--- src/rtl/mips_fetch_pkg.sv ---
// Shared types and constants for the MIPS instruction-fetch stage.
package mips_fetch_pkg;

    typedef enum logic [1:0] {
        BOOT  = 2'd0,
        RUN   = 2'd1,
        FAULT = 2'd2
    } fetch_state_t;

    localparam logic [31:0] NOP_INSTR        = 32'h0000_0000;
    localparam logic [31:0] DEFAULT_RESET_PC = 32'h0000_0000;

endpackage

--- src/rtl/mips_fetch_if.sv ---
// Control and instruction-memory bundle between the datapath and the fetch stage.
// master: datapath / instruction memory side; slave: the fetch unit.
interface mips_fetch_if;
    logic        stall;
    logic        branch_taken;
    logic [15:0] branch_imm;
    logic        jump;
    logic [25:0] jump_index;
    logic        jump_reg;
    logic [31:0] jr_target;
    logic [31:0] imem_addr;
    logic [31:0] imem_instr;
    logic [31:0] instr;
    logic [31:0] pc;
    logic [31:0] pc_plus4;
    logic        fetch_valid;
    logic        fault;

    modport master (
        output stall, branch_taken, branch_imm, jump, jump_index,
               jump_reg, jr_target, imem_instr,
        input  imem_addr, instr, pc, pc_plus4, fetch_valid, fault
    );

    modport slave (
        input  stall, branch_taken, branch_imm, jump, jump_index,
               jump_reg, jr_target, imem_instr,
        output imem_addr, instr, pc, pc_plus4, fetch_valid, fault
    );
endinterface

--- src/rtl/mips_next_pc.sv ---
// Next-PC selection: priority mux over stall / jr / j / branch / sequential,
// target arithmetic and alignment / range check of the chosen target.
module mips_next_pc
    import mips_fetch_pkg::*;
#(
    parameter logic [31:0] RESET_PC   = DEFAULT_RESET_PC,
    parameter int unsigned IMEM_BYTES = 4096
) (
    input  logic [31:0] pc_i,
    input  logic [31:0] pc_plus4_i,
    input  logic        stall_i,
    input  logic        jump_reg_i,
    input  logic [31:0] jr_target_i,
    input  logic        jump_i,
    input  logic [25:0] jump_index_i,
    input  logic        branch_taken_i,
    input  logic [15:0] branch_imm_i,
    output logic [31:0] next_pc_o,
    output logic        next_fault_o
);

    localparam logic [31:0] IMEM_SIZE = 32'(IMEM_BYTES);

    logic [31:0] branch_off;
    logic [31:0] target;
    logic [31:0] rel_off;

    assign branch_off = {{14{branch_imm_i[15]}}, branch_imm_i, 2'b00};
    assign rel_off    = target - RESET_PC;

    // Pick the redirect target by priority; a stall holds the PC and masks the check.
    always_comb begin
        target       = pc_plus4_i;
        next_pc_o    = pc_i;
        next_fault_o = 1'b0;
        if (jump_reg_i) begin
            target = jr_target_i;
        end else if (jump_i) begin
            target = {pc_plus4_i[31:28], jump_index_i, 2'b00};
        end else if (branch_taken_i) begin
            target = pc_plus4_i + branch_off;
        end
        if (!stall_i) begin
            next_pc_o    = target;
            next_fault_o = (target[1:0] != 2'b00) || (rel_off >= IMEM_SIZE);
        end
    end

endmodule

--- src/rtl/mips_fetch_unit.sv ---
// MIPS instruction-fetch stage: PC register, BOOT/RUN/FAULT sequencing,
// instruction gating. Optional perf counters under `MIPS_FETCH_PERF_EN.
module mips_fetch_unit
    import mips_fetch_pkg::*;
#(
    parameter logic [31:0] RESET_PC   = DEFAULT_RESET_PC,
    parameter int unsigned IMEM_BYTES = 4096
) (
    input  logic         clk,
    input  logic         reset,
    mips_fetch_if.slave  bus
`ifdef MIPS_FETCH_PERF_EN
    ,
    output logic [31:0]  perf_cycles,
    output logic [31:0]  perf_fetches
`endif
);

    fetch_state_t state_q, state_d;
    logic [31:0]  pc_q, pc_d;
    logic [31:0]  pc_plus4;
    logic [31:0]  next_pc;
    logic         next_fault;
    logic         fetch_valid;
    logic [31:0]  instr;

    assign pc_plus4 = pc_q + 32'd4;

    mips_next_pc #(
        .RESET_PC   (RESET_PC),
        .IMEM_BYTES (IMEM_BYTES)
    ) u_next_pc (
        .pc_i           (pc_q),
        .pc_plus4_i     (pc_plus4),
        .stall_i        (bus.stall),
        .jump_reg_i     (bus.jump_reg),
        .jr_target_i    (bus.jr_target),
        .jump_i         (bus.jump),
        .jump_index_i   (bus.jump_index),
        .branch_taken_i (bus.branch_taken),
        .branch_imm_i   (bus.branch_imm),
        .next_pc_o      (next_pc),
        .next_fault_o   (next_fault)
    );

    // State and PC registers; reset dominates every other input.
    always_ff @(posedge clk) begin
        if (reset) begin
            state_q <= BOOT;
            pc_q    <= RESET_PC;
        end else begin
            state_q <= state_d;
            pc_q    <= pc_d;
        end
    end

    // Next state / PC and state-gated outputs; a faulting target is never loaded.
    always_comb begin
        state_d     = state_q;
        pc_d        = pc_q;
        fetch_valid = 1'b0;
        instr       = NOP_INSTR;
        case (state_q)
            BOOT: state_d = RUN;
            RUN: begin
                fetch_valid = 1'b1;
                instr       = bus.imem_instr;
                if (next_fault) begin
                    state_d = FAULT;
                end else begin
                    pc_d = next_pc;
                end
            end
            FAULT: state_d = FAULT;
            default: state_d = BOOT;
        endcase
    end

    assign bus.imem_addr   = pc_q;
    assign bus.pc          = pc_q;
    assign bus.pc_plus4    = pc_plus4;
    assign bus.fetch_valid = fetch_valid;
    assign bus.instr       = instr;
    assign bus.fault       = (state_q == FAULT);

`ifdef MIPS_FETCH_PERF_EN
    logic [31:0] perf_cycles_q;
    logic [31:0] perf_fetches_q;

    // Saturating activity counters: cycles out of BOOT, and non-stalled valid fetches.
    always_ff @(posedge clk) begin
        if (reset) begin
            perf_cycles_q  <= 32'd0;
            perf_fetches_q <= 32'd0;
        end else begin
            if ((state_q != BOOT) && (perf_cycles_q != 32'hFFFF_FFFF)) begin
                perf_cycles_q <= perf_cycles_q + 32'd1;
            end
            if (fetch_valid && !bus.stall && (perf_fetches_q != 32'hFFFF_FFFF)) begin
                perf_fetches_q <= perf_fetches_q + 32'd1;
            end
        end
    end

    assign perf_cycles  = perf_cycles_q;
    assign perf_fetches = perf_fetches_q;
`endif

endmodule

--- src/flat_wrapper.sv ---
// flat-port wrapper written by rule: the top's interface ports become plain ports
module mips_fetch_unit_flat import mips_fetch_pkg::*;
#(
    parameter logic [31:0] RESET_PC   = DEFAULT_RESET_PC,
    parameter int unsigned IMEM_BYTES = 4096
)
  (clk, reset, bus_stall, bus_branch_taken, bus_branch_imm, bus_jump, bus_jump_index, bus_jump_reg, bus_jr_target, bus_imem_instr, bus_imem_addr, bus_instr, bus_pc, bus_pc_plus4, bus_fetch_valid, bus_fault);
  mips_fetch_if bus_i ();
  input  logic clk;
  input  logic reset;
  input wire logic [$bits(bus_i.stall)-1:0] bus_stall;
  input wire logic [$bits(bus_i.branch_taken)-1:0] bus_branch_taken;
  input wire logic [$bits(bus_i.branch_imm)-1:0] bus_branch_imm;
  input wire logic [$bits(bus_i.jump)-1:0] bus_jump;
  input wire logic [$bits(bus_i.jump_index)-1:0] bus_jump_index;
  input wire logic [$bits(bus_i.jump_reg)-1:0] bus_jump_reg;
  input wire logic [$bits(bus_i.jr_target)-1:0] bus_jr_target;
  input wire logic [$bits(bus_i.imem_instr)-1:0] bus_imem_instr;
  output wire logic [$bits(bus_i.imem_addr)-1:0] bus_imem_addr;
  output wire logic [$bits(bus_i.instr)-1:0] bus_instr;
  output wire logic [$bits(bus_i.pc)-1:0] bus_pc;
  output wire logic [$bits(bus_i.pc_plus4)-1:0] bus_pc_plus4;
  output wire logic [$bits(bus_i.fetch_valid)-1:0] bus_fetch_valid;
  output wire logic [$bits(bus_i.fault)-1:0] bus_fault;
  assign bus_i.stall = bus_stall;
  assign bus_i.branch_taken = bus_branch_taken;
  assign bus_i.branch_imm = bus_branch_imm;
  assign bus_i.jump = bus_jump;
  assign bus_i.jump_index = bus_jump_index;
  assign bus_i.jump_reg = bus_jump_reg;
  assign bus_i.jr_target = bus_jr_target;
  assign bus_i.imem_instr = bus_imem_instr;
  assign bus_imem_addr = bus_i.imem_addr;
  assign bus_instr = bus_i.instr;
  assign bus_pc = bus_i.pc;
  assign bus_pc_plus4 = bus_i.pc_plus4;
  assign bus_fetch_valid = bus_i.fetch_valid;
  assign bus_fault = bus_i.fault;
  mips_fetch_unit #(.RESET_PC(RESET_PC), .IMEM_BYTES(IMEM_BYTES)) u_core (.clk(clk), .reset(reset), .bus(bus_i));
endmodule
--- config.mk ---
export PLATFORM = sky130hd
export DESIGN_NAME = mips_fetch_unit_flat
export DESIGN_NICKNAME = d
export VERILOG_FILES = /design/src/rtl/mips_fetch_pkg.sv /design/src/rtl/mips_fetch_if.sv /design/src/rtl/mips_next_pc.sv /design/src/rtl/mips_fetch_unit.sv /design/src/flat_wrapper.sv
export SDC_FILE = /design/constraint.sdc
export NUM_CORES = 1
export LEC_CHECK = 0
export CORE_MARGIN = 2
export CORE_UTILIZATION = 44
export CTS_BUF_LIST = sky130_fd_sc_hd__clkbuf_8
export DETAILED_ROUTE_END_ITERATION = 7
export GPL_ROUTABILITY_DRIVEN = 1
export HOLD_SLACK_MARGIN = 0.1
export PLACE_DENSITY = 0.83
export SYNTH_ARGS = -nofsm -noshare
export SYNTH_HDL_FRONTEND = slang
export SYNTH_HIERARCHICAL = 1
export SYNTH_SLANG_ARGS = --single-unit
--- constraint.sdc ---
create_clock -name clk -period 6.1 [get_ports clk]
set_input_delay 0.915 -clock clk [delete_from_list [all_inputs] [get_ports clk]]
set_output_delay 0.915 -clock clk [all_outputs]
set_load 0.05 [all_outputs]
**After elaboration in Yosys (flattened, before gate mapping)**

Cells that the tools add are included.

- Logic and storage cells: 22
- Memories kept: 0
- Input port bits: 112
- Output and inout bits: 130
- RAM bits: 0
- ROM bits: 0
- Register bits: 34
- Bits in latches: 0

- Equal/unequal tests: 3
- Reduce and logical (&&, ||, !) cells: 4
- Magnitude comparators: 1
- Mux-type cells: 8
- Div/mod/pow operators: 0
- Shift operators: 0
- Add/sub/neg operators: 2
- Bitwise logic cells: 2
- Multipliers: 0

Operator list:

| cell | number |
|---|---|
| $mux W32 | 4 |
| $add A32 B3 Y32 const B | 1 |
| $add A32 B32 Y32 | 1 |
| $ge A32 B13 Y1 const B | 1 |
| $pmux W2 S3 | 1 |
| $reduce_and A3 Y1 | 1 |
| $eq A2 B1 Y1 const B | 1 |
| $eq A2 B2 Y1 const B | 1 |
| $logic_not A2 Y1 | 1 |
| $mux W1 | 2 |
| $mux W2 | 1 |
| $ne A2 B1 Y1 const B | 1 |
| $not A1 Y1 | 2 |
| $reduce_bool A2 Y1 | 1 |
| $logic_or A1 B1 Y1 | 1 |

**Logic depth before layout (Yosys ltp)**

Gate-level depths: netlist of the first run.

- Depth after elaboration: 10
- Mapped depth: 23
- Mapped depth without buffers: 19

**Hierarchy**

Netlist of the first run, hierarchy kept.

Modules (own cells, without submodules):

| module | instances | area each (µm²) | seq. area each (µm²) | cells each |
|---|---|---|---|---|
| mips_next_pc | 1 | 3078.0 | 0.0 | 497 |
| mips_fetch_unit | 1 | 2249.7 | 680.7 | 302 |

**Worst setup path before layout of the first run**

No wires, ideal clock.

- Path type: flip-flop to flip-flop
- Start point: register u_core.pc_q[2], in the netlist u_core/bus.imem_addr[2]
- End point: register u_core.pc_q[22], in the netlist u_core/bus.imem_addr[22]
- Arrival: 5.664 ns
- Path buffers: 3
- Path slack: 0.366 ns
- Clock period less this slack: 5.734 ns
- Data required time: 6.030 ns
- Stages on the path, launching flop included: 22
- Library setup time: 0.070 ns
- Cell sequence: dfxtp_1 > ha_1 > nand3_1 > nor2_1 > nand3_1 > xnor2_1 > ha_1 > clkbuf_1 > a21oi_1 > o221ai_1 > o311a_1 > o21ai_1 > xor2_1 > a31oi_1 > nor4_1 > a41o_1 > nand3b_1 > nor2b_1 > clkbuf_1 > clkbuf_1 > nand2_1 > a21oi_1

- Word-level cells in the longest chain between the ends: 10

Ends and longest elaborated chain:

| element | RTL line | text |
|---|---|---|
| start, declared | mips_fetch_unit.sv:20 | `logic [31:0] pc_q, pc_d;` |
| start signal, assigned | mips_fetch_unit.sv:53 | `pc_q <= pc_d;` |
| $add A32 B3 Y32 * | mips_fetch_unit.sv:27 | `assign pc_plus4 = pc_q + 32'd4;` |
| named net bus_pc_plus4[12] | flat_wrapper.sv:22 | `output wire logic [$bits(bus_i.pc_plus4)-1:0] bus_pc_plus4;` |
| $add A32 B32 Y32 | mips_next_pc.sv:41 | `target = pc_plus4_i + branch_off;` |
| $mux W32 * | mips_next_pc.sv:40 | `end else if (branch_taken_i) begin` |
| $mux W32 * | mips_next_pc.sv:38 | `end else if (jump_i) begin` |
| $mux W32 * | mips_next_pc.sv:36 | `if (jump_reg_i) begin` |
| $ge A32 B13 Y1 * | mips_next_pc.sv:45 | `next_fault_o = (target[1:0] != 2'b00) \|\| (rel_off >= IMEM_SIZE);` |
| $logic_or A1 B1 Y1 * | mips_next_pc.sv:45 |  |
| $mux W1 * | mips_next_pc.sv:43 | `if (!stall_i) begin` |
| named net u_core.next_fault | mips_fetch_unit.sv:23 | `logic next_fault;` |
| $not A1 Y1 (no source line) * | -- |  |
| $reduce_and A3 Y1 (no source line) * | -- |  |

The timed path passes the listed nets; every way through them passes the cells marked *.
A chain may end at the register's enable or synchronous reset.

**Final worst setup path of the first run**

- Start point: register u_core.pc_q[5], in the netlist u_core/bus.imem_addr[5]
- End point: register u_core.pc_q[22], in the netlist u_core/bus.imem_addr[22]

- Word-level cells in the longest chain between the ends: 10

Ends and longest elaborated chain:

| element | RTL line |
|---|---|
| $add A32 B3 Y32 * | mips_fetch_unit.sv:27 |
| $add A32 B32 Y32 | mips_next_pc.sv:41 |
| $mux W32 | mips_next_pc.sv:40 |
| $mux W32 * | mips_next_pc.sv:38 |
| $mux W32 * | mips_next_pc.sv:36 |
| $ge A32 B13 Y1 * | mips_next_pc.sv:45 |
| $logic_or A1 B1 Y1 * | mips_next_pc.sv:45 |
| $mux W1 * | mips_next_pc.sv:43 |
| named net u_core.next_fault | mips_fetch_unit.sv:23 |
| $not A1 Y1 (no source line) * | -- |
| $reduce_and A3 Y1 (no source line) * | -- |

Marked as above.

==> metrics, run 1 <==
status finished clean; Pre-Repair DR Iteration Count 7; Synth area leaders dfxtp_1 (13%), nand2_1 (11%), a21oi_1 (7.8%); Routed met3 length around 1.8 mm; Sink Count 34; routed wl met2 about 9.4 mm; CTS tree yes; Yosys reg bits 34; root buffer cell clkbuf_8; fmax 184 MHz; post-route clock skew around 0.0098 ns; Bufs on Longest Clock Path 2; placed instance area about 7500 µm²; PD cells 163 nW/µm²; vias post-DR about 6600; Design Area, Final ~7600 µm²; Post-CTS Setup Bufs 0; Routed WL between 20 and 25 mm; gr ovfl total 0; Worst Tran Pin Value roughly 1.2 ns; Worst EP arrival roughly 5.5 ns; Initial Utilization approximately 45%; Die X 114 µm; flop2flop setup slack around 0.67 ns; IO Port Bufs ~240; cell leakage power 3.02 nW; crit path launch u_core/bus.imem_addr[5]; post-synthesis instance total between 700 and 800; crit path buf inv count 1; fillers ~1100; area added between synthesis and finish 43.5%; clk_lat worst skew about 0.28 ns; first-pass GRT wire length approximately 31 mm; most frequent cell after synthesis nand2_1; WP data required ~6.2 ns; reg-to-reg endpoint u_core/bus.imem_addr[22]; Yosys warnings 6; pin count of the biggest net entering global routing slightly above 50; Netlist cell types 71; asr flop ratio synth 0%; Final #Nets 1121; # resized after CTS 0; synthesized cell area ~5300 µm²; Initial DRC Count ~700; vias per cell between 5 and 6; Slew Limit Fails 0; Main synth FF type dfxtp_1; CP max FO 19; Top Metal Used met4; critical register-to-register path startpoint u_core/bus.imem_addr[5]; most used cell, CP nand4_1; die height between 100 and 150 µm; CTS hold repair buffers 0; Cell Chain, Critical Path nand4_1, nor2_1, nand4_1, xnor2_1, ha_1, nand4_1, o221ai_1, a21o_1, a31oi_1, nor4b_1, o31a_1, nand4_1, nor4_1, a41o_1, nand3b_1, nand2b_1, buf_4, nand2_1, a21oi_1; Floorplan Core Area ~12000 µm²; Final ANT Viol Nets 0; fin crit share ~90%; CP Launch Type register; # IOs roughly 240; number of diodes 0; cts bufs inserted 5; syn nets approximately 950; setup ws final approximately 0.67 ns; layout cell share with drive strength beyond 1 roughly 4.4%; Detail Placement HPWL approximately 16 mm; drt wl/cell between 15 and 20 µm; vias in the first global route just over 6000; hold path depth 2; cell depth of the worst setup path 19; Post-Place Worst Slack between 0.6 and 0.7 ns; initial antenna violation count 0; largest stage delay on the critical path approximately 0.51 ns; critical path type reg2reg; Post-synth EDFFs 0; Synth Area per Inst between 6 and 7 µm²; Max-slew headroom 20.7%; FP Rows 40; CP delay by family, top simple AND/OR/NAND/NOR gates; wl on met1 between 8 and 9 mm; setup TNS 0 ns; Register Area about 680 µm²; global-route usage over all layers between 30% and 40%; die area roughly 13000 µm²; GP Congestion 1.04; Tmin final around 5.4 ns; Yosys top cell area share about 13%; register area share after synthesis between 10% and 20%; Max VDD drop between 100 and 150 µV; DRC Markers 0; footprint of the multi-input gates between 4000 and 5000 µm²; Critical Path Sink u_core/bus.imem_addr[22]; Hold Slack roughly 0.48 ns; top cells by count, synth nand2_1 (162), a21oi_1 (83), o21ai_0 (47); area leader, netlist dfxtp_1; Hold Vio Cnt, Final 0; min-delay worst type reg2reg; R2R cell count 19; final number of setup-violating endpoints 0; htree depth 2; Crit. End Element register; # Max-Cap Violations 0; RSZ-0062 raised after global routing false; clock-pin slew on the worst setup and hold paths about 0.08 ns; Worst path slowest cell nor4b_1
## where the power goes
group          total, mW  leakage [nW]  switching, mW  internal, mW
registers          0.254         0.275         0.0196         0.234
clock network      0.202        0.0556         0.0816         0.120
logic              0.791          2.69          0.499         0.292
## per-layer routing
layer,up-vias,GRT usage [%]
met4,0,10.8
met3,54,4.30
met2,361,50.3
met5,-,0
li1,3177,-
met1,3034,39.3
## worst min-delay path: cells and delay by family, from the launching register on
| family | cells | cell delay (ns) |
|---|---|---|
| flops | 1 | 0.33 |
| simple gates | 1 | 0.06 |
| compound gates | 1 | 0.05 |
## flip-flops by register name (all words and copies together) (netlist names)
signal and cells:
u_core/bus.imem_addr 32, u_core/state_q 2
## through the flow
stage | std cells | utilization [%] | power (mW)
floorplan | 799 | - | 0.774
global route | 1123 | 64.2 | 1.31
detailed placement | 1115 | 63.3 | 1.04
CTS | 1123 | 64.2 | 1.24
finish | 1123 | 64.2 | 1.25
global placement | 1115 | 63.3 | 1.04
## worst min-delay path by stage
stage | start | end
6_report | u_core/state_q[1] | u_core/state_q[1]
3_5_place_dp | u_core/state_q[1] | u_core/state_q[1]
3_3_place_gp | u_core/state_q[1] | u_core/state_q[1]
4_1_cts | u_core/state_q[1] | u_core/state_q[1]
5_1_grt | u_core/state_q[1] | u_core/state_q[1]
2_1_floorplan | u_core/state_q[1] | u_core/state_q[1]
## layout by cell type, fill, tap and decap left out, drive strengths merged, types with 6 or more instances in the layout
cell type | Yosys | final
a21o | 15 | 15
o21ai | 52 | 52
inv | 11 | 12
xor2 | 15 | 15
nand2 | 163 | 163
and4 | 6 | 6
nand3 | 27 | 27
o221ai | 7 | 7
and3 | 15 | 15
and2 | 37 | 37
clkdlybuf4s50 | 0 | 240
nor3 | 7 | 7
a21oi | 84 | 84
buf | 42 | 13
o22ai | 11 | 11
mux2i | 15 | 15
dfxtp | 34 | 34
nor2 | 46 | 46
a211oi | 9 | 9
xnor2 | 28 | 28
nand4 | 21 | 21
ha | 33 | 33
## cells by family (layout without fill, tap and decap cells)
kind of cell	count (synthesis)	after routing	synth area share, %
compound gates	231	231	27.4
xor+xnor	43	43	7.07
fa+ha+maj	34	34	8.13
buf+inv	95	272	9.72
flops	34	34	12.8
mux	20	20	3.87
simple gates	342	342	31.0
## final cells by class
class	instances	share of cell area [%]
clock buffers	5	0.900
repair buffers	253	32.7
inverters	11	0.540
multi-input cells	670	54.0
flip-flops and latches	34	8.90
well taps	147	2.41
clock inverters	3	0.540
Note: power is estimated with default switching activity, not from simulation.
==> inputs of run 2 (changes only) <==
- CORE_UTILIZATION: 44 -> 47
- PLACE_DENSITY: 0.83 -> 0.88
- clock period: 6.1 -> 6.7 ns (I/O delays scaled with it)
==> metrics, run 2 (synthesis gave the netlist of run 1 again) <==
IO Port Bufs 241 (unchanged); R2R cell count 19 (unchanged); Initial Utilization 48.7% (was 44.7%); final number of setup-violating endpoints 0 (unchanged); Pre-Repair DR Iteration Count 6 (was 7); Critical Path Sink u_core/bus.imem_addr[12] (was u_core/bus.imem_addr[22]); Max VDD drop 145 µV (was 144 µV); gr ovfl total 0 (unchanged); global-route usage over all layers 30.3% (was 30.0%); die area 12200 µm² (was 13000 µm²); Worst Tran Pin Value 1.21 ns (was 1.19 ns); hold path depth 2 (unchanged); commonest non-fill, non-tap cell in the layout clkdlybuf4s50_1 (unchanged); min-delay worst type reg2reg (unchanged); CP max FO 19 (unchanged); largest stage delay on the critical path 0.50 ns (was 0.51 ns); vias post-DR 6693 (was 6626); fmax 181 MHz (was 184 MHz); setup TNS 0 ns (unchanged); status finished clean (unchanged); fin cells 1110 (was 1123); placed cell count 1102 (was 1115); cell leakage power 2.99 nW (was 3.02 nW); Worst EP arrival 5.73 ns (was 5.53 ns); CTS tree yes (unchanged); number of diodes 0 (unchanged); crit path buf inv count 1 (unchanged); Bufs on Longest Clock Path 2 (unchanged); crit path launch u_core/bus.imem_addr[2] (was u_core/bus.imem_addr[5]); DRC Markers 0 (unchanged); die height 110 µm (was 114 µm); # IOs 242 (unchanged); cell depth of the worst setup path 19 (unchanged); Sink Count 34 (unchanged); Post-CTS Setup Bufs 0 (unchanged); Max-slew headroom 19.3% (was 20.7%); Post-Place Worst Slack 1.23 ns (was 0.698 ns); CTS hold repair buffers 0 (unchanged); RSZ-0062 raised after global routing false (unchanged); # Max-Cap Violations 0 (unchanged); vias in the first global route 6002 (was 6069); vias per cell 6.03 (was 5.90); Routed WL 20.0 mm (was 20.3 mm); flop2flop setup slack 1.16 ns (was 0.67 ns); htree depth 2 (unchanged); cts bufs inserted 5 (unchanged); Die X 110 µm (was 114 µm); Crit. End Element register (unchanged); reg-to-reg endpoint u_core/bus.imem_addr[12] (was u_core/bus.imem_addr[22]); PD cells 149 nW/µm² (was 163 nW/µm²); post-route clock skew 0.00271 ns (was 0.00979 ns); WP data required 6.89 ns (was 6.20 ns); CP Launch Type register (unchanged); # resized after CTS 0 (unchanged); root buffer cell clkbuf_8 (unchanged); FP Rows 38 (was 40); fillers 932 (was 1112); clock-pin slew on the worst setup and hold paths 0.07 ns (was 0.08 ns); pin count of the biggest net entering global routing 51 (unchanged); area added between synthesis and finish 42.4% (was 43.5%); layout cell share with drive strength beyond 1 3.71% (was 4.41%); first-pass GRT wire length 30.7 mm (was 31.5 mm); critical path type reg2reg (unchanged); Core Util, Final 69.4% (was 64.2%); Floorplan Core Area 10900 µm² (was 11900 µm²); Cell Chain, Critical Path ha_1, nand3_1, nor2_1, nand3_1, xnor2_1, ha_1, a21oi_1, o221ai_1, o311a_1, o21ai_1, xor2_1, a31oi_1, nor4_1, a41o_1, nand3b_1, nor2b_2, buf_4, nand2_1, a21oi_1 (was nand4_1, nor2_1, nand4_1, xnor2_1, ha_1, nand4_1, o221ai_1, a21o_1, a31oi_1, nor4b_1, o31a_1, nand4_1, nor4_1, a41o_1, nand3b_1, nand2b_1, buf_4, nand2_1, a21oi_1); Slew Limit Fails 0 (unchanged); critical register-to-register path startpoint u_core/bus.imem_addr[2] (was u_core/bus.imem_addr[5]); Tmin final 5.54 ns (was 5.43 ns); initial antenna violation count 0 (unchanged); GP Congestion 0.991 (was 1.04); Hold Vio Cnt, Final 0 (unchanged); Design Area, Final 7590 µm² (was 7640 µm²); Final ANT Viol Nets 0 (unchanged); Worst Min Path Start u_core/state_q[0] (was u_core/state_q[1]); Initial DRC Count 754 (was 707); clk_lat worst skew 0.28 ns (about the same); placed instance area 7480 µm² (was 7530 µm²); setup ws final 1.16 ns (was 0.669 ns); Worst path slowest cell nor2b_2 (was nor4b_1); drt wl/cell 18.0 µm (was 18.1 µm); Final #Nets 1115 (was 1121); max FFs per register 32 (unchanged); Detail Placement HPWL 15.8 mm (was 16.4 mm); fin crit share 82.7% (was 89.0%); CP delay by family, top compound AO/OA/AOI/OAI gates (was simple AND/OR/NAND/NOR gates); commonest non-fill, non-tap cells in the layout clkdlybuf4s50_1 (240), nand2_1 (162), a21oi_1 (83), o21ai_0 (47), nor2_1 (46) (unchanged)
run 2: changes by cell type in the layout (fill, tap and decap cells not counted), sizes merged:
cell,change
clkinvlp,-1
inv,+1
buf,-6
run 2: through the flow:
stage / hold slack [ns] / power, mW
floorplan: 0.449 / 0.704
global placement: 0.463 / 0.942
detailed placement: 0.475 / 0.945
CTS: 0.484 / 1.13
global route: 0.496 / 1.18
finish: 0.485 / 1.13
run 2: layer usage:
metal	vias to the layer above	wire [µm]	GRT usage [%]
li1	3159	-	-
met1	3040	8230	40.3
met2	445	9210	50.0
met3	49	2060	5.21
met4	0	521	9.42
met5	-	0	0
run 2: layout make-up:
| type | instances | area, µm² | share of cell area, % |
|---|---|---|---|
| multi-input cells | 670 | 4130 | 54.5 |
| repair buffers | 247 | 2450 | 32.3 |
| flip-flops and latches | 34 | 681 | 8.97 |
| well taps | 140 | 175 | 2.31 |
| clock buffers | 5 | 68.8 | 0.907 |
| inverters | 11 | 41.3 | 0.544 |
| clock inverters | 3 | 37.5 | 0.495 |
run 2: worst min-delay path, stage by stage (launching register included):
cell and delay, ns:
dfxtp_1 0.33, nand2_1 0.06, a21oi_1 0.05
run 2: power by group:
group	internal [mW]	switching, mW
sequential	0.214	0.0208
combinational	0.264	0.451
clock	0.108	0.0696
run 2: worst min path at each step:
| stage | slack, ns | end |
|---|---|---|
| floorplan | 0.45 | u_core/state_q[1] |
| global placement | 0.46 | u_core/state_q[0] |
| detailed placement | 0.48 | u_core/state_q[0] |
| CTS | 0.48 | u_core/state_q[0] |
| global route | 0.50 | u_core/state_q[0] |
| finish | 0.48 | u_core/state_q[0] |
